$ cat config.mk
export PLATFORM = sky130hd
export DESIGN_NAME = gpr_bank_flat
export DESIGN_NICKNAME = d
export VERILOG_FILES = /design/src/rtl/gpr_pkg.sv /design/src/rtl/gpr_bank_if.sv /design/src/rtl/gpr_scoreboard.sv /design/src/rtl/gpr_bank.sv /design/src/flat_wrapper.sv
export SDC_FILE = /design/constraint.sdc
export NUM_CORES = 1
export LEC_CHECK = 0
export BUFFER_PORTS_ARGS = -buffer_cell sky130_fd_sc_hd__buf_2
export CORE_MARGIN = 2
export CORE_UTILIZATION = 30
export DETAILED_ROUTE_END_ITERATION = 8
export PLACE_DENSITY = 0.51
export SETUP_SLACK_MARGIN = 0.02
export SLEW_MARGIN = 40
export SYNTH_ARGS = -nofsm -noshare
export SYNTH_HDL_FRONTEND = slang
export SYNTH_SLANG_ARGS = --single-unit
$ cat constraint.sdc
create_clock -name clk_50 -period 4 [get_ports clk_50]
set_input_delay 0.4 -clock clk_50 [delete_from_list [all_inputs] [get_ports clk_50]]
set_output_delay 0.4 -clock clk_50 [all_outputs]
set_load 0.02 [all_outputs]
$ cat src/rtl/gpr_pkg.sv
// gpr_pkg: shared types and constants for the general-purpose register bank.
//   gpr_state_e : bulk-clear sequencer states (IDLE, CLEAR)
//   GPR_*       : default geometry (32-bit data, 13 registers, 2 read ports)
//   gpr_aw()    : address width for a given depth, never narrower than 1 bit
package gpr_pkg;

    typedef enum logic [0:0] {
        IDLE  = 1'b0,
        CLEAR = 1'b1
    } gpr_state_e;

    localparam int GPR_WIDTH = 32;
    localparam int GPR_DEPTH = 13;
    localparam int GPR_NRD   = 2;

    function automatic int gpr_aw(input int depth);
        return (depth <= 2) ? 1 : $clog2(depth);
    endfunction

endpackage

$ cat src/rtl/gpr_bank_if.sv
// gpr_bank_if: bus between the decode/control unit (master) and the register bank (slave).
//   GPRLOAD/wr_addr/GPR_data/wr_ready : write channel
//   rd_addr/rd_data/rd_pending        : NRD combinational read ports
//   rsv_en/rsv_addr                   : mark a register as awaiting a producer
//   clr_req/busy                      : bulk-clear request and its in-progress flag
//   dbg_state                         : clear sequencer state, for observation only
//
// Write handshake: a write transfers at a rising edge when GPRLOAD and wr_ready are
// both high. wr_ready never depends on GPRLOAD. A write offered while wr_ready is low
// is dropped, not held: the master must re-issue it once wr_ready returns.
interface gpr_bank_if
    import gpr_pkg::*;
#(
    parameter int WIDTH = GPR_WIDTH,
    parameter int DEPTH = GPR_DEPTH,
    parameter int NRD   = GPR_NRD,
    parameter int AW    = gpr_aw(DEPTH)
);
    logic                        GPRLOAD;
    logic [AW-1:0]               wr_addr;
    logic [WIDTH-1:0]            GPR_data;
    logic                        wr_ready;
    logic [NRD-1:0][AW-1:0]      rd_addr;
    logic [NRD-1:0][WIDTH-1:0]   rd_data;
    logic [NRD-1:0]              rd_pending;
    logic                        rsv_en;
    logic [AW-1:0]               rsv_addr;
    logic                        clr_req;
    logic                        busy;
    gpr_state_e                  dbg_state;

    modport master (
        output GPRLOAD, wr_addr, GPR_data, rd_addr, rsv_en, rsv_addr, clr_req,
        input  wr_ready, rd_data, rd_pending, busy, dbg_state
    );

    modport slave (
        input  GPRLOAD, wr_addr, GPR_data, rd_addr, rsv_en, rsv_addr, clr_req,
        output wr_ready, rd_data, rd_pending, busy, dbg_state
    );
endinterface

$ cat src/rtl/gpr_scoreboard.sv
// gpr_scoreboard: one pending bit per register for hazard detection.
//   clk_i, rst_i        : clock, synchronous active-high reset
//   set_en_i/set_addr_i : mark a register pending (a new producer has been issued)
//   clr_en_i/clr_addr_i : the producer has written back, drop the pending bit
//   flush_i             : clear every pending bit
//   rd_addr_i           : NRD lookup addresses
//   rd_pending_o        : pending bit per lookup, 0 for addresses beyond DEPTH
module gpr_scoreboard #(
    parameter int DEPTH = 13,
    parameter int NRD   = 2,
    parameter int AW    = 4
) (
    input  logic                   clk_i,
    input  logic                   rst_i,
    input  logic                   set_en_i,
    input  logic [AW-1:0]          set_addr_i,
    input  logic                   clr_en_i,
    input  logic [AW-1:0]          clr_addr_i,
    input  logic                   flush_i,
    input  logic [NRD-1:0][AW-1:0] rd_addr_i,
    output logic [NRD-1:0]         rd_pending_o
);
    localparam logic [AW:0] DEPTH_L = (AW+1)'(DEPTH);

    logic [DEPTH-1:0] pend_q, pend_d;

    function automatic logic in_range(input logic [AW-1:0] a);
        return ({1'b0, a} < DEPTH_L);
    endfunction

    // Set is applied after clear so a reserve in the same cycle as a write-back
    // leaves the register pending: the new producer is still outstanding.
    always_comb begin
        pend_d = pend_q;
        if (flush_i) begin
            pend_d = '0;
        end else begin
            if (clr_en_i && in_range(clr_addr_i)) pend_d[clr_addr_i] = 1'b0;
            if (set_en_i && in_range(set_addr_i)) pend_d[set_addr_i] = 1'b1;
        end
    end

    always_ff @(posedge clk_i) begin
        if (rst_i) pend_q <= '0;
        else       pend_q <= pend_d;
    end

    always_comb begin
        rd_pending_o = '0;
        for (int k = 0; k < NRD; k++) begin
            if (in_range(rd_addr_i[k])) rd_pending_o[k] = pend_q[rd_addr_i[k]];
        end
    end
endmodule

$ cat src/rtl/gpr_bank.sv
// gpr_bank: parametrised general-purpose register file.
//   clk_50 : system clock, all state changes on the rising edge
//   rst    : synchronous active-high reset, overrides everything including a clear
//   bus    : gpr_bank_if slave port (write, NRD reads, reserve, bulk clear)
// Reads are combinational with optional write-first bypass. A bulk clear zeroes one
// register per cycle for DEPTH cycles; writes and reserves are dropped meanwhile.
module gpr_bank
    import gpr_pkg::*;
#(
    parameter int WIDTH    = GPR_WIDTH,
    parameter int DEPTH    = GPR_DEPTH,
    parameter int NRD      = GPR_NRD,
    parameter int ZERO_REG = 0,
    parameter int BYPASS   = 1,
    parameter int AW       = gpr_aw(DEPTH)
) (
    input logic       clk_50,
    input logic       rst,
    gpr_bank_if.slave bus
);
    localparam logic [AW:0]   DEPTH_L = (AW+1)'(DEPTH);
    localparam logic [AW-1:0] LAST    = AW'(DEPTH - 1);

    // An address is live when it names a real register that is not the hard-wired zero.
    function automatic logic addr_live(input logic [AW-1:0] a);
        return ({1'b0, a} < DEPTH_L) && !((ZERO_REG != 0) && (a == '0));
    endfunction

    gpr_state_e       state_q, state_d;
    logic [AW-1:0]    cnt_q, cnt_d;
    logic [WIDTH-1:0] regs_q [DEPTH];
    logic             idle;
    logic             wr_fire;
    logic             rsv_fire;
    logic             flush;

    assign idle          = (state_q == IDLE);
    assign bus.wr_ready  = idle;
    assign bus.busy      = !idle;
    assign bus.dbg_state = state_q;

    // Gating with rst keeps a write offered during reset from reaching the bypass path.
    assign wr_fire  = !rst && idle && bus.GPRLOAD && addr_live(bus.wr_addr);
    assign rsv_fire = !rst && idle && bus.rsv_en  && addr_live(bus.rsv_addr);

    // Clear sequencer: next state and counter.
    always_comb begin
        state_d = state_q;
        cnt_d   = cnt_q;
        flush   = 1'b0;
        case (state_q)
            IDLE: begin
                if (bus.clr_req) begin
                    state_d = CLEAR;
                    cnt_d   = '0;
                    flush   = 1'b1;
                end
            end
            CLEAR: begin
                cnt_d = cnt_q + 1'b1;
                if (cnt_q == LAST) state_d = IDLE;
            end
            default: state_d = IDLE;
        endcase
    end

    always_ff @(posedge clk_50) begin
        if (rst) begin
            state_q <= IDLE;
            cnt_q   <= '0;
        end else begin
            state_q <= state_d;
            cnt_q   <= cnt_d;
        end
    end

    // Writes only happen in IDLE and clearing only in CLEAR, so the two never collide.
    // A write in the cycle clr_req is sampled lands and is then swept by the sequence.
    always_ff @(posedge clk_50) begin
        if (rst) begin
            for (int i = 0; i < DEPTH; i++) regs_q[i] <= '0;
        end else begin
            if (wr_fire)            regs_q[bus.wr_addr] <= bus.GPR_data;
            if (state_q == CLEAR)   regs_q[cnt_q]       <= '0;
        end
    end

    always_comb begin
        for (int k = 0; k < NRD; k++) begin
            bus.rd_data[k] = '0;
            if (addr_live(bus.rd_addr[k])) begin
                if ((BYPASS != 0) && wr_fire && (bus.wr_addr == bus.rd_addr[k]))
                    bus.rd_data[k] = bus.GPR_data;
                else
                    bus.rd_data[k] = regs_q[bus.rd_addr[k]];
            end
        end
    end

    gpr_scoreboard #(
        .DEPTH (DEPTH),
        .NRD   (NRD),
        .AW    (AW)
    ) u_scoreboard (
        .clk_i        (clk_50),
        .rst_i        (rst),
        .set_en_i     (rsv_fire),
        .set_addr_i   (bus.rsv_addr),
        .clr_en_i     (wr_fire),
        .clr_addr_i   (bus.wr_addr),
        .flush_i      (flush),
        .rd_addr_i    (bus.rd_addr),
        .rd_pending_o (bus.rd_pending)
    );
endmodule

$ cat src/flat_wrapper.sv
// flat-port wrapper written by rule: the top's interface ports become plain ports
module gpr_bank_flat import gpr_pkg::*;
#(
    parameter int WIDTH    = GPR_WIDTH,
    parameter int DEPTH    = GPR_DEPTH,
    parameter int NRD      = GPR_NRD,
    parameter int ZERO_REG = 0,
    parameter int BYPASS   = 1,
    parameter int AW       = gpr_aw(DEPTH)
)
  (clk_50, rst, bus_GPRLOAD, bus_wr_addr, bus_GPR_data, bus_rd_addr, bus_rsv_en, bus_rsv_addr, bus_clr_req, bus_wr_ready, bus_rd_data, bus_rd_pending, bus_busy, bus_dbg_state);
  gpr_bank_if #(.WIDTH(WIDTH), .DEPTH(DEPTH), .NRD(NRD), .AW(AW)) bus_i ();
  input logic clk_50;
  input logic rst;
  input wire logic [$bits(bus_i.GPRLOAD)-1:0] bus_GPRLOAD;
  input wire logic [$bits(bus_i.wr_addr)-1:0] bus_wr_addr;
  input wire logic [$bits(bus_i.GPR_data)-1:0] bus_GPR_data;
  input wire logic [$bits(bus_i.rd_addr)-1:0] bus_rd_addr;
  input wire logic [$bits(bus_i.rsv_en)-1:0] bus_rsv_en;
  input wire logic [$bits(bus_i.rsv_addr)-1:0] bus_rsv_addr;
  input wire logic [$bits(bus_i.clr_req)-1:0] bus_clr_req;
  output wire logic [$bits(bus_i.wr_ready)-1:0] bus_wr_ready;
  output wire logic [$bits(bus_i.rd_data)-1:0] bus_rd_data;
  output wire logic [$bits(bus_i.rd_pending)-1:0] bus_rd_pending;
  output wire logic [$bits(bus_i.busy)-1:0] bus_busy;
  output wire logic [$bits(bus_i.dbg_state)-1:0] bus_dbg_state;
  assign bus_i.GPRLOAD = bus_GPRLOAD;
  assign bus_i.wr_addr = bus_wr_addr;
  assign bus_i.GPR_data = bus_GPR_data;
  assign bus_i.rd_addr = bus_rd_addr;
  assign bus_i.rsv_en = bus_rsv_en;
  assign bus_i.rsv_addr = bus_rsv_addr;
  assign bus_i.clr_req = bus_clr_req;
  assign bus_wr_ready = bus_i.wr_ready;
  assign bus_rd_data = bus_i.rd_data;
  assign bus_rd_pending = bus_i.rd_pending;
  assign bus_busy = bus_i.busy;
  assign bus_dbg_state = bus_i.dbg_state;
  gpr_bank #(.WIDTH(WIDTH), .DEPTH(DEPTH), .NRD(NRD), .ZERO_REG(ZERO_REG), .BYPASS(BYPASS), .AW(AW)) u_core (.clk_50(clk_50), .rst(rst), .bus(bus_i));
endmodule
==> results of run 1 <==
-- layout make-up --
cell class | count | area [µm²] | area share [%]
Multi-Input combinational cell | 1126 | 10500 | 33.9
Clock buffer | 81 | 1540 | 4.96
Inverter | 41 | 154 | 0.497
Antenna cell | 2 | 5.00 | 0.0162
Tap cell | 1176 | 1470 | 4.75
Clock inverter | 19 | 139 | 0.448
Timing Repair Buffer | 195 | 1430 | 4.61
Sequential cell | 530 | 15700 | 50.8
-- power by group through the flow --
stage	registers, W	logic, W	clock network [W]
floorplan	0.00646	0.00107	0
global placement	0.00648	0.00164	0
detailed placement	0.00650	0.00165	0
CTS	0.00638	0.00166	0.00496
global route	0.00640	0.00175	0.00518
finish	0.00638	0.00165	0.00488
-- worst max-delay path: stages, from the launching register on --
cell,delay (ns)
sky130_fd_sc_hd__dfxtp_1,0.46
sky130_fd_sc_hd__or3b_1,0.57
sky130_fd_sc_hd__nor4_2,0.49
sky130_fd_sc_hd__a21oi_4,0.22
sky130_fd_sc_hd__buf_8,0.22
sky130_fd_sc_hd__buf_4,0.24
sky130_fd_sc_hd__a22o_1,0.23
sky130_fd_sc_hd__buf_2,0.16
-- worst max path at each step --
stage	startpoint	end
floorplan	u_core.bus.busy	u_core.regs_q[13][0]
global placement	rst	u_core.regs_q[12][24]
detailed placement	rst	u_core.regs_q[12][25]
CTS	u_core.bus.busy	bus_rd_data[3]
global route	u_core.bus.busy	bus_rd_data[36]
finish	u_core.bus.busy	bus_rd_data[34]
-- per-layer routing --
metal	vias to the layer above	GRT usage (%)	wire, µm
li1	7400	-	-
met1	9307	25.4	36600
met2	790	32.1	43800
met3	145	4.03	7100
met4	0	5.11	2170
met5	-	0	0
-- cell usage after synthesis, drive strengths merged --
cell type	n
a22oi	125
and2	7
edfxtp	512
a22o	64
a32oi	1
nor3b	3
nand3	6
o21ai	12
mux2	1
dfxtp	18
nand2b	20
nor3	6
a21oi	14
a211oi	1
o21a	1
nor2	439
xnor2	1
xor2	8
ha	2
buf	89
inv	41
a21o	1
clkbuf	98
nand2	122
or3b	2
and3	1
o211a	1
o32ai	3
or2	3
nor2b	6
mux2i	10
nor4	2
mux4	264
-- kinds of logic (layout without fill, tap and decap cells) --
group / after synthesis / count (layout) / synth area share [%]
AND/OR/NAND/NOR: 617 / 617 / 9.12
flip-flops: 530 / 530 / 58.1
multiplexers: 275 / 275 / 22.3
buffers and inverters: 228 / 336 / 3.80
AO/OA/AOI/OAI: 223 / 223 / 6.29
XOR/XNOR: 9 / 9 / 0.291
adder cells (fa/ha/maj): 2 / 2 / 0.0923
other: 0 / 2 / 0
-- cells in the final DEF (no fill, tap or decap), drive strengths merged, types with 2 or more instances in the layout --
cell type  Yosys  routed
nor4           2       2
buf           89     195
nor3b          3       3
nor2b          6       6
clkinvlp       0       2
dfxtp         18      18
clkinv         0      17
xor2           8       8
o21ai         12      12
inv           41      41
or2            3       3
nand2b        20      20
nor2         439     439
or3b           2       2
o32ai          3       3
a22o          64      64
clkbuf        98      81
a21oi         14      14
ha             2       2
nand3          6       6
edfxtp       512     512
nor3           6       6
mux2i         10      10
nand2        122     122
a22oi        125     125
diode          0       2
and2           7       7
mux4         264     264
-- state kept, by name, indices dropped and copies added (netlist names) --
name,count
u_core.u_scoreboard.pend_q,13
u_core.cnt_q,4
u_core.bus.busy,1
u_core.regs_q,512
-- stage by stage --
stage | std cells | total power (W) | cell area (µm²) | setup WS [ns]
after floorplan | 1884 | 0.00753 | 27100 | 0.923
after detailed placement | 3067 | 0.00815 | 29300 | 0.681
final | 3170 | 0.0129 | 31000 | 0.393
after CTS | 3167 | 0.0130 | 31000 | 0.240
after global routing | 3168 | 0.0133 | 31000 | 0.260
after global placement | 3065 | 0.00811 | 29200 | 0.753
==> results by stage, run 1 <==
Final layout:
- The number of fill cells is 8687.
- The net count reported at finish is 2006.
- Cells with a size suffix above 1 make up 29.1% of the layout.
- At the end of the flow the core is filled with cells to 34.5%.
- Compared with the post-synthesis result, the final layout area differs by 14.3%.

Pwr:
- The switching power is 0.00332 W.
- The clock network fraction of total power is 37.8%.
- The power density relative to cell area is 417 mW/mm².
- The switching share of total power is 25.7%.
- The share of power burned in registers is 49.4%.
- The internal portion of the total power is 0.00959 W.
- The cell leakage power is 11.1 nW.
- The worst-case IR drop observed on VDD is 0.336 mV.
- Combinational cells account for 12.8% of the total power.

Worst setup path:
- The number of cells on the worst reg-to-reg path is 5.
- The type of element launching the critical path is a flip-flop.
- In this run the worst path has a maximum fanout of 16.
- By startpoint and endpoint, the worst setup path is classified as reg -> out.
- The data required time of the critical path is 3.60 ns.
- The kind of capture point of the worst setup path is an output port.
- The end of the worst register-to-register path is u_core.regs_q[12][30].
- For flop-to-flop paths, the worst setup slack is 0.76 ns.
- The origin of the critical flop-to-flop path is u_core.bus.busy.
- Data arrives at the worst endpoint at 3.21 ns.

CTS:
- In this run the post-CTS setup repair buffer count came out at 0.
- The H-tree depth is 2.
- The clock latency on the worst-skew pair is 0.65 ns.
- The hold buffer count at CTS is 0.
- The clock-pin slew on the worst setup and hold paths is 0.05 ns.
- The tree is rooted in a sky130_fd_sc_hd__clkbuf_16.
- TritonCTS built the clock tree.
- The longest clock path from root to sink contains 3 buffers.
- CTS saw 530 sinks.
- Clock tree synthesis inserted a total of 57 buffers.
- In this run, post-CTS repair resized a total of 0 instances.

Logic synthesis:
- A synthesized cell averages 14.4 µm².
- The post-synthesis cell area is 0.0271 mm².
- The number of nets in the synthesized netlist is 1939.
- The number of register bits inferred by synthesis is 530.
- Ranked by total cell area, the synthesized netlist is headed by sky130_fd_sc_hd__edfxtp_1 (57%), sky130_fd_sc_hd__mux4_2 (22%), sky130_fd_sc_hd__nor2_1 (6.1%), sky130_fd_sc_hd__a22oi_1 (3.5%), sky130_fd_sc_hd__a22o_1 (2.1%).
- Counting distinct cell types in the post-synthesis netlist gives 41.
- After synthesis, the largest area contributor takes up 56.7% of total cell area.
- The count of warnings emitted by yosys is 0.
- Sequential cells were found to cover 58.1% of the synthesized design area.
- The largest total area in the synthesized netlist belongs to sky130_fd_sc_hd__edfxtp_1.
- The cell count after synthesis is 1884.

Global route:
- The via count of the first global-routing pass is 18692.
- The number of antenna violations at the first check in global routing was 7.
- The largest net degree at the start of global routing is 85.
- Global routing used 19.2% of the available tracks across all layers.
- The total grt overflow is 0.
- The first global-routing pass estimated 130 mm of wire.

Min path:
- The tightest min-delay check is of the in -> reg type.
- The worst hold path passes through 3 cells.
- The beginning of the worst hold path is bus_rsv_addr[1].
- The capture endpoint of the worst hold path is u_core.u_scoreboard.pend_q[3].

Timing:
- The max-slew violation total from the final report is 0.
- The total setup violations reported at the end of the flow is 0.
- The worst-case headroom to the max-slew limit is 41.4%.
- The final setup skew is 0.0459 ns.
- The transition time of the tightest slew-check pin is 0.879 ns.
- For the final routed database, the setup TNS stands at 0 ns.
- The portion of the clock cycle consumed by the worst path in the final layout is 90.2%.
- The final-report hold violation count came to 0.
- The clock period could shrink to 3.61 ns.
- The hold slack is 0.0932 ns.
- Derived from the worst setup path, the maximum achievable clock frequency is 277 MHz.
- Setup repair after global routing left no endpoint under its margin.

Place:
- At the end of routability-driven placement, the weighted congestion stood at 0.761.
- Once detailed placement completed, the half-perimeter wirelength came to 53.6 mm.
- Port buffering added 121 buffers.

Routing:
- The starting DRC count in detailed routing is 1977.
- The first TritonRoute pass finished after 5 iterations.
- The total DRC errors in the routed layout is 0.
- After detailed routing, the total wire length is 89.7 mm.
- In this run the remaining antenna-violating nets after routing total 0.
- Dividing the detail-routed wire length by the instance count gives 28.3 µm.
- The routed layout has 17642 vias.
- In the routed layout, each cell is associated on average with a via count of 5.57.

Flow run:
- Max-cap violations in this run came to 0.

Die:
- In this run the vertical extent of the chip is 305 µm.
- The die is 305 µm wide.
- Pin placement for this block handled 122 I/O pins.
- The initial core utilization is 30.2%.
- The floorplan step defined a core boundary enclosing 0.0897 mm².
- The die covers 0.0928 mm².
- The total number of placement rows is 110.

Status:
- The flow ran to the end, and the final reports show no timing, DRC or antenna violations.
Power figures use the tool's default switching activity.
==> run 2, diff against run 1 <==
- CORE_ASPECT_RATIO: unset -> 0.5
==> run 2 against run 1 <==
  * Worst setup slack lost 0.12 ns
  * Worst hold slack worse by 0.011 ns
  * Global-route usage shrank 0.75 points
  * Cell count increased by 0.19%
  * Via count is 0.44% lower
  * Largest cell class unchanged
  * Sequential share of layout area is 0.28 points lower
==> results by stage, run 2 (synthesized netlist as in run 1, its figures left out) <==
Status:
- The flow ran to the end, and the final reports show no timing, DRC or antenna violations.

Worst setup path:
- The data arrival time at the worst-slack endpoint is 3.33 ns (+0.12 ns).
- The critical path buffer and inverter count came to 2 (-1).
- The critical path goes through or3b_1, nor4_2, and2_2, buf_12, a22o_1, buf_2.
- The critical path start-end classification is reg -> out.
- The worst setup path is captured at an output port.
- The maximum cell stage delay along the critical path is 0.62 ns (+0.05 ns).
- The largest fanout on the critical path is 21 (+5).
- STA classifies the critical path startpoint as a flip-flop.
- The cell family contributing the most delay on the critical path is simple AND/OR/NAND/NOR gates.
- The worst-path cell with the longest stage delay is sky130_fd_sc_hd__nor4_2.
- The data required time of the critical path is 3.60 ns (about the same).

Min path:
- In this run the worst hold path is classified as in -> reg.

CTS:
- The maximum buffer depth of the clock tree came to 3 (unchanged).
- The buffer cell driving the clock tree root is sky130_fd_sc_hd__clkbuf_16.
- The number of buffers inserted during clock tree synthesis was 55 (-3.5%).
- The buffers inserted during post-CTS setup optimization was 0 (unchanged).
- TritonCTS built the clock tree.
- The clock sink count was 530 (unchanged).
- The H-tree depth is 2 (unchanged).
- The clock-pin slew on the worst setup and hold paths came to 0.07 ns (+0.02 ns).
- The hold buffer count at CTS was 0 (unchanged).
- The post-cts sizing count is 0 (unchanged).
- The clock latency on the worst-skew pair is 0.62 ns (-0.03 ns).

Final layout:
- The largest registers in the layout are u_core.regs_q: 512 flops, u_core.u_scoreboard.pend_q: 13 flops, u_core.cnt_q: 4 flops.
- The number of fill cells is 8571 (-1.3%).
- The area of all placed cells without fillers came to 0.0311 mm² (+0.55%).
- The library cell used most frequently in the layout, excluding fill and tap cells, is sky130_fd_sc_hd__edfxtp_1.
- The net count reported at finish came to 2001 (-0.25%).
- The top cell types in the final layout, fill and taps aside, are sky130_fd_sc_hd__edfxtp_1 (512), sky130_fd_sc_hd__nor2_1 (434), sky130_fd_sc_hd__mux4_2 (264), sky130_fd_sc_hd__a22oi_1 (125), sky130_fd_sc_hd__buf_2 (117).
- The area taken by multi-input logic gates is 0.0105 mm² (unchanged).
- The fraction of layout instances using a drive strength above 1 is 29.6% (+0.57 points).
- The register with the highest flop count is u_core.regs_q.
- The flip-flop count of the largest register after layout came to 512 (unchanged).
- The storage element area came to 0.0157 mm² (unchanged).
- Relative to the synthesized area, the layout overhead comes to 14.9%.
- The number of diodes added for antenna fixing came to 0 (-2).

Routing:
- The via count normalized by instance count is 5.53 (-0.63%).
- The starting DRC count in detailed routing is 1740 (-12%).
- The total DRC errors in the routed layout came to 0 (unchanged).
- The average detailed-routed wire length per instance is 27.3 µm (-3.4%).
- The length of the first detailed-routing pass in iterations came to 5 (unchanged).
- The total via count after detailed routing is 17564 (-0.44%).
- The final wirelength is 86.8 mm (-3.2%).
- The number of routed nets with antenna violations came to 0 (unchanged).

Flow run:
- The max capacitance violation total is 0 (unchanged).

Die:
- The count of boundary I/O pins was 122 (unchanged).
- The die boundary width is 429 µm (+41%).
- The total number of placement rows was 77 (-30%).
- The area of the die came to 0.0929 mm² (+0.16%).
- The initial core utilization is 30.5% (+0.28 points).
- The core box area is 0.0889 mm² (-0.90%).
- The height of the die is 217 µm (-29%).

Place:
- The count of input and output buffers is 121 (unchanged).
- The area after detailed placement is 0.0294 mm² (+0.38%).
- The placer congestion estimate was 0.777 (+2.1%).
- The half-perimeter wire length after detailed placement came to 51.9 mm (-3.2%).

Pwr:
- The switching share of total power is 25.8% (+0.044 points).
- The combinational share of power is 12.6% (-0.2 points).
- The share of power burned in registers is 48.5% (-0.9 points).
- The power density relative to cell area is 422 mW/mm² (+1.4%).
- The cell leakage power is 11.2 nW (+0.74%).
- The clock network fraction of total power came to 39.0% (+1.2 points).
- The internal power summed over all cells is 0.00977 W (+1.9%).
- The switching power was 0.00339 W (+2.1%).
- The largest vdd supply drop is 0.321 mV (-4.3%).

Global route:
- The global-route wire length before repair is 126 mm (-3.3%).
- The all-layer global routing usage is 18.5% (-0.75 points).
- The total grt overflow was 0 (unchanged).
- The via count of the first global-routing pass is 18219 (-2.5%).
- The largest net degree at the start of global routing is 53 (-38%).
- The number of antenna violations at the first check in global routing was 0 (-7).

Timing:
- The final setup skew is 0.0227 ns (-0.0232 ns).
- The transition time of the tightest slew-check pin is 0.817 ns (-0.0623 ns).
- The worst-case headroom to the max-slew limit is 45.4% (+4.0 points).
- The final-report hold violation count is 0 (unchanged).
- The maximum clock frequency is 268 MHz (-3.3%).
- The shortest period the worst path allows is 3.73 ns (+0.122 ns).
- Setup repair after global routing left no endpoint under its margin.
- The max-slew violation total from the final report is 0 (unchanged).
- The total setup violations reported at the end of the flow was 0 (unchanged).
- The portion of the clock cycle consumed by the worst path in the final layout is 93.2% (+3.1 points).
- The aggregate negative setup slack came to 0 ns (unchanged).
run 2: changes by cell type in the layout (fill, tap and decap cells not counted), moves of 3 or more:
cell                        before  now
sky130_fd_sc_hd__clkinv_2        6   17
sky130_fd_sc_hd__clkinv_1        9   13
sky130_fd_sc_hd__buf_4          55   42
sky130_fd_sc_hd__buf_12         16   28
sky130_fd_sc_hd__clkbuf_16      58   55
sky130_fd_sc_hd__bufinv_16       0    5
sky130_fd_sc_hd__clkbuf_1       23    7
run 2: worst reg2reg max path, cell delays in order, from the launching register on:
cell	delay, ns
sky130_fd_sc_hd__dfxtp_1	0.61
sky130_fd_sc_hd__nand2b_2	0.23
sky130_fd_sc_hd__o32ai_1	0.71
sky130_fd_sc_hd__nand2_2	0.12
sky130_fd_sc_hd__nand2b_2	0.53
sky130_fd_sc_hd__buf_4	0.37
run 2: power by group through the flow:
stage	registers (W)	logic (W)	clock network, W
6_report	0.00638	0.00166	0.00513
2_1_floorplan	0.00646	0.00107	0
3_5_place_dp	0.00649	0.00166	0
3_3_place_gp	0.00648	0.00166	0
4_1_cts	0.00638	0.00166	0.00519
5_1_grt	0.00640	0.00175	0.00541
run 2: layer usage:
metal / vias to the layer above / part of all wire (%) / GRT usage, %
met5: - / 0.19 / 1.23
met4: 2 / 2.5 / 5.28
met3: 119 / 6.7 / 2.92
met2: 648 / 48 / 30.8
met1: 9391 / 42 / 24.9
li1: 7404 / - / -
run 2: path summary, 6_finish.rpt:
check,startpoint,to,cells after the start,slack [ns]
setup reg to reg,u_core.bus.busy,u_core.regs_q[1][16],5,1.13
hold reg to reg,u_core.u_scoreboard.pend_q[10],u_core.u_scoreboard.pend_q[10],2,0.49
hold / removal,bus_rsv_addr[1],u_core.u_scoreboard.pend_q[3],3,0.08
setup / recovery,u_core.bus.busy,bus_rd_data[2],6,0.27
run 2: cell type report:
class / count / area share, %
timing repair buffer: 192 / 4.91
multi-input combinational: 1126 / 33.7
clock buffer: 62 / 4.50
tap: 1185 / 4.76
clock inverter: 40 / 1.08
sequential: 530 / 50.5
inverter: 41 / 0.494
run 2: through the flow:
stage               setup WS (ns)  std cells  power [W]  util (%)  hold WS, ns
CTS                         0.274       3175     0.0132      35.0       0.0557
detailed placement          0.744       3073    0.00815      33.1        0.483
floorplan                   0.923       1884    0.00753         -        0.454
global placement            0.804       3073    0.00814      33.1        0.477
finish                      0.271       3176     0.0132      35.0       0.0824
global route                0.184       3176     0.0136      35.0       0.0812
